### src/rtl/instr_fetch_stage.sv
// Instruction fetch stage: drives the PC to instruction memory and holds one
// IF/ID entry with valid/ready handshake, redirect flush and misaligned-target fault.
module instr_fetch_stage #(
    parameter logic [31:0] RESET_PC = 32'h0000_0000,
    parameter int          W        = 32
) (
    input  logic         CLK,
    input  logic         RST_n,
    output logic [W-1:0] imem_addr,
    input  logic [W-1:0] imem_rdata,
    input  logic         redirect_valid,
    input  logic [W-1:0] redirect_pc,
    input  logic         id_ready,
    output logic         id_valid,
    output logic [W-1:0] id_instr,
    output logic [W-1:0] id_pc,
    output logic [W-1:0] id_pc_plus4,
    output logic         fault,
    output logic [W-1:0] fault_pc
);

    typedef enum logic [1:0] {
        IDLE  = 2'd0,
        RUN   = 2'd1,
        FAULT = 2'd2
    } state_t;

    localparam logic [W-1:0] PC_STEP  = W'(4);
    localparam logic [W-1:0] PC_RESET = RESET_PC[W-1:0];

    state_t         state_q, state_d;
    logic [W-1:0]   pc_q, pc_d;
    logic           id_valid_q, id_valid_d;
    logic [W-1:0]   id_instr_q, id_instr_d;
    logic [W-1:0]   id_pc_q, id_pc_d;
    logic [W-1:0]   id_pc_plus4_q, id_pc_plus4_d;
    logic           fault_q, fault_d;
    logic [W-1:0]   fault_pc_q, fault_pc_d;
    logic [W-1:0]   pc_plus4;

    // Wraps naturally modulo 2^W.
    assign pc_plus4 = pc_q + PC_STEP;

    always_comb begin
        state_d       = state_q;
        pc_d          = pc_q;
        id_valid_d    = id_valid_q;
        id_instr_d    = id_instr_q;
        id_pc_d       = id_pc_q;
        id_pc_plus4_d = id_pc_plus4_q;
        fault_d       = fault_q;
        fault_pc_d    = fault_pc_q;

        if (redirect_valid) begin
            // Redirect beats fetch and stall; a coincident transfer has already completed.
            id_valid_d = 1'b0;
            if (redirect_pc[1:0] != 2'b00) begin
                state_d    = FAULT;
                fault_d    = 1'b1;
                fault_pc_d = redirect_pc;
            end else begin
                state_d = RUN;
                pc_d    = redirect_pc;
                fault_d = 1'b0;
            end
        end else begin
            unique case (state_q)
                IDLE: begin
                    state_d = RUN;
                end
                RUN: begin
                    if (!id_valid_q || id_ready) begin
                        id_instr_d    = imem_rdata;
                        id_pc_d       = pc_q;
                        id_pc_plus4_d = pc_plus4;
                        id_valid_d    = 1'b1;
                        pc_d          = pc_plus4;
                    end
                end
                FAULT: begin
                    id_valid_d = 1'b0;
                end
                default: begin
                    state_d = IDLE;
                end
            endcase
        end
    end

    always_ff @(posedge CLK or negedge RST_n) begin
        if (!RST_n) begin
            state_q       <= IDLE;
            pc_q          <= PC_RESET;
            id_valid_q    <= 1'b0;
            id_instr_q    <= '0;
            id_pc_q       <= '0;
            id_pc_plus4_q <= '0;
            fault_q       <= 1'b0;
            fault_pc_q    <= '0;
        end else begin
            state_q       <= state_d;
            pc_q          <= pc_d;
            id_valid_q    <= id_valid_d;
            id_instr_q    <= id_instr_d;
            id_pc_q       <= id_pc_d;
            id_pc_plus4_q <= id_pc_plus4_d;
            fault_q       <= fault_d;
            fault_pc_q    <= fault_pc_d;
        end
    end

    assign imem_addr   = pc_q;
    assign id_valid    = id_valid_q;
    assign id_instr    = id_instr_q;
    assign id_pc       = id_pc_q;
    assign id_pc_plus4 = id_pc_plus4_q;
    assign fault       = fault_q;
    assign fault_pc    = fault_pc_q;

endmodule
### config.mk
export PLATFORM = sky130hd
export DESIGN_NAME = instr_fetch_stage
export DESIGN_NICKNAME = d
export VERILOG_FILES = /design/src/rtl/instr_fetch_stage.sv
export SDC_FILE = /design/constraint.sdc
export NUM_CORES = 1
export LEC_CHECK = 0
export BUFFER_PORTS_ARGS = -buffer_cell sky130_fd_sc_hd__buf_4
export CAP_MARGIN = 20
export CORE_MARGIN = 5
export CORE_UTILIZATION = 55
export CTS_CLUSTER_DIAMETER = 30
export CTS_CLUSTER_SIZE = 25
export DETAILED_ROUTE_END_ITERATION = 10
export PLACE_DENSITY = 0.92
export SLEW_MARGIN = 30
export SYNTH_ARGS = -nofsm -noshare
export SYNTH_HDL_FRONTEND = slang
export SYNTH_SLANG_ARGS = --single-unit
### constraint.sdc
create_clock -name CLK -period 4.64 [get_ports CLK]
set_input_delay 0 -clock CLK [delete_from_list [all_inputs] [get_ports CLK]]
set_output_delay 0 -clock CLK [all_outputs]
set_load 0.01 [all_outputs]
==> flow_metrics.env <==
export IMPL_status="finished clean"
export IMPL_r2r_start="id_valid$_DFFE_PN0P_"
export IMPL_hold_path_cell_count=3
export IMPL_rows=42
export IMPL_p_int_mw=3.61
export IMPL_route_detailed_wl_per_inst_um=20.1
export IMPL_htree_num_levels=4
export IMPL_timing_setup_tns_ns=0
export IMPL_final_common_cell="sky130_fd_sc_hd__nand2_1"
export IMPL_routed_vias_inst=5.81
export IMPL_gp_congestion=0.914
export IMPL_fp_dieW_um=125
export IMPL_postSynth_topFlopCell="sky130_fd_sc_hd__dfrtp_1"
export IMPL_final_setup_viol_count=0
export IMPL_path_class="reg2reg"
export IMPL_count_of_inserted_antenna_diode_cells=0
export IMPL_regToRegEndpoint="imem_addr[28]$_DFFE_PN0P_"
export IMPL_setup_worst_path_end="imem_addr[28]$_DFFE_PN0P_"
export IMPL_cellPowerDensity_nw_per_um2=531
export IMPL_final_cell_mix="sky130_fd_sc_hd__nand2_1 (248), sky130_fd_sc_hd__buf_4 (234), sky130_fd_sc_hd__dfrtp_1 (162), sky130_fd_sc_hd__dlygate4sd3_1 (67), sky130_fd_sc_hd__o21ai_0 (53)"
export IMPL_final_hold_violation_count=0
export IMPL_grt_pass1_vias=7211
export IMPL_seqCellArea_um2=4050
export IMPL_drt_drc_violations_left=0
export IMPL_finalWorstSetupSlack_ns=1.91
export IMPL_finalCriticalPeriod_ns=2.73
export IMPL_postCtsSetupRepairBufs=0
export IMPL_worst_r2r_cell_count=7
export IMPL_reg2reg_setup_slack_ns=1.91
export IMPL_power_frac_seq_pct=41.1
export IMPL_critical_path_cell_chain="nor2b_1, or2_4, buf_12, buf_4, nor2_1, a22o_1, a21o_1"
export IMPL_count_of_vias_placed_by_the_detailed_router=7030
export IMPL_detail_route_iter0_violations=966
export IMPL_design_core_area_um2=13100
export IMPL_detailed_place_hpwl_um=14800
export IMPL_io_buffers=229
export IMPL_cts_root_buffer="sky130_fd_sc_hd__clkbuf_16"
export IMPL_end_kind="register"
export IMPL_slowest_stage="sky130_fd_sc_hd__or2_4"
export IMPL_critical_path_buffer_and_inverter_count=2
export IMPL_reported_net_switching_power_mw=1.87
export IMPL_critical_path_required_ns=4.96
export IMPL_cell_leakage_power_nw=5.07
export IMPL_grt_setup_unrepaired="false"
export IMPL_grt_remaining_overflow=0
export IMPL_n_fill_cell=798
export IMPL_nets_final=1096
export IMPL_worstMarginPinSlew_ns=0.936
export IMPL_cp_slowest_stage_delay_ns=0.53
export IMPL_synth_enable_flop_cells=0
export IMPL_power_switching_fraction_pct=34.1
export IMPL_drt_first_pass_iters=8
export IMPL_ctsLongestPathBuffers=2
export IMPL_worst_endpoint_arrival_ns=3.04
export IMPL_finalCritPeriodShare_pct=58.8
export IMPL_clk_pin_slew_ns=0.06
export IMPL_max_freq_mhz=367
export IMPL_synth_lib_cells_used_distinct=56
export IMPL_chipHeight_um=125
export IMPL_power_frac_clock_pct=26.3
export IMPL_yosys_warnings=0
export IMPL_postSynthNetCount=827
export IMPL_startpoint_type="register"
export IMPL_clock_latency_ns=0.43
export IMPL_routed_wl_um=24400
export IMPL_globalRouteTotalUtil_pct=31.5
export IMPL_maxSlewHeadroom_pct=37.0
export IMPL_num_io_pins=230
export IMPL_cts_inserted_buffers=17
export IMPL_post_route_cells_drive_above_1_share_pct=29.7
export IMPL_cells_after_synthesis=755
export IMPL_fin_worst_skew_ns=0.00987
export IMPL_clkSinkCount=162
export IMPL_multi_input_comb_area_um2=2940
export IMPL_timing_critical_path_from="id_valid$_DFFE_PN0P_"
export IMPL_asyncSetResetFlopFracSynth_pct=100
export IMPL_largest_net_degree_at_the_start_of_global_routing=96
export IMPL_cp_num_cells=7
export IMPL_grt_pass1_wl_um=39100
export IMPL_hold_path_class="in2reg"
export IMPL_max_cap_violations=0
export IMPL_worst_ir_drop_vdd_uv=322
export IMPL_grt_antenna_before_repair=0
export IMPL_clock_tree_from_tritoncts="built"
export IMPL_synth_seq_cells=162
export IMPL_ant_nets=0
export IMPL_maxSlewViolCount=0
export IMPL_syn2layout_area_growth_pct=42.5
export IMPL_worstPathMaxFanout=53
export IMPL_synth_area_um2=7250
export IMPL_dieArea_um2=15600
export IMPL_combinationalPowerShare_pct=32.5
export IMPL_utilization_pct=79.0
export IMPL_critPathTopFamily="simple AND/OR/NAND/NOR gates"
export IMPL_detailedPlace_worstSlack_ns=1.88
export IMPL_share_of_synthesized_area_occupied_by_flip_flops_and_latches_pct=55.9
export IMPL_start_util_pct=55.4
export IMPL_avg_inst_size_synth_um2=9.60
## kinds of logic (layout without fill, tap and decap cells)
kind of cell | Yosys count | after routing | synth area share (%)
mux | 35 | 35 | 5.38
flops | 162 | 162 | 55.9
buf+inv | 63 | 343 | 3.78
compound gates | 109 | 109 | 9.09
fa+ha+maj | 4 | 4 | 0.690
simple gates | 355 | 355 | 21.9
xor+xnor | 27 | 27 | 3.26
## metal layers
metal,vias to the layer above,wire (um),share of wire [%],global-route usage [%]
met3,108,2000,8.2,7.72
li1,3065,-,-,-
met1,3398,8950,37,38.4
met2,459,12100,50,52.0
met5,-,0,0,0
met4,0,1320,5.4,16.3
## cell usage after synthesis (6+ instances only)
| cell | count | area share [%] |
|---|---|---|
| sky130_fd_sc_hd__and4_1 | 6 | 0.72 |
| sky130_fd_sc_hd__nor3_1 | 13 | 0.90 |
| sky130_fd_sc_hd__xnor2_1 | 19 | 2.3 |
| sky130_fd_sc_hd__nor4_1 | 6 | 0.52 |
| sky130_fd_sc_hd__buf_2 | 7 | 0.48 |
| sky130_fd_sc_hd__nand3_1 | 23 | 1.6 |
| sky130_fd_sc_hd__dfrtp_1 | 162 | 56 |
| sky130_fd_sc_hd__nand2_1 | 248 | 13 |
| sky130_fd_sc_hd__nor2_1 | 26 | 1.3 |
| sky130_fd_sc_hd__inv_1 | 9 | 0.47 |
| sky130_fd_sc_hd__nand4_1 | 6 | 0.52 |
| sky130_fd_sc_hd__xor2_1 | 8 | 0.97 |
| sky130_fd_sc_hd__clkbuf_1 | 37 | 1.9 |
| sky130_fd_sc_hd__mux2_2 | 31 | 4.8 |
| sky130_fd_sc_hd__a21oi_1 | 14 | 0.97 |
| sky130_fd_sc_hd__and3_1 | 7 | 0.60 |
| sky130_fd_sc_hd__o21ai_0 | 53 | 3.7 |
## power by group through the flow
stage	logic, mW	registers, mW	clock network (mW)
CTS	1.75	2.23	1.45
floorplan	0.603	2.33	0
finish	1.79	2.26	1.44
global route	1.93	2.31	1.52
detailed placement	1.69	2.25	0
global placement	1.64	2.22	0
## state kept, by name, indices dropped and copies added, names as in the netlist
signal / count
imem_addr: 32
id_pc: 32
id_pc_plus4: 30
id_instr: 32
fault: 1
fault_pc: 32
id_valid: 1
state_q: 2
## metrics by stage
step	instance area [um2]	instances	power, mW	hold WS, ns
after floorplan	7250	755	2.93	-0.296
after global placement	9020	1112	3.86	0.0744
after detailed placement	9050	1113	3.94	0.0790
after CTS	10300	1210	5.43	0.0433
after global routing	10300	1211	5.76	0.102
final	10300	1211	5.49	0.111
## final cells by class
cell class	instances	area share, %
sequential	162	39.2
multi-input combinational	530	28.5
timing repair buffer	304	24.1
clock buffer	25	4.79
tap	176	2.13
clock inverter	5	0.969
inverter	9	0.327
## worst min-delay path: cells and delay by family
family | cells | cell delay [ns]
simple gates | 2 | 0.21
buf+inv | 1 | 0.28
## worst min path at each step
stage,to,startpoint,slack (ns)
after floorplan,fault$_DFFE_PN0P_,RST_n,-0.30
after global placement,id_pc[27]$_DFFE_PN0P_,RST_n,0.07
after detailed placement,id_pc[26]$_DFFE_PN0P_,RST_n,0.08
after CTS,id_valid$_DFFE_PN0P_,redirect_valid,0.04
after global routing,fault$_DFFE_PN0P_,redirect_valid,0.10
final,fault$_DFFE_PN0P_,redirect_valid,0.11
## timing repair
item	CTS	global route
hold endpoints to repair	166	0
hold buffers	67	0
gates resized for setup	0	0
No activity file was read; power rests on OpenSTA's default activity.
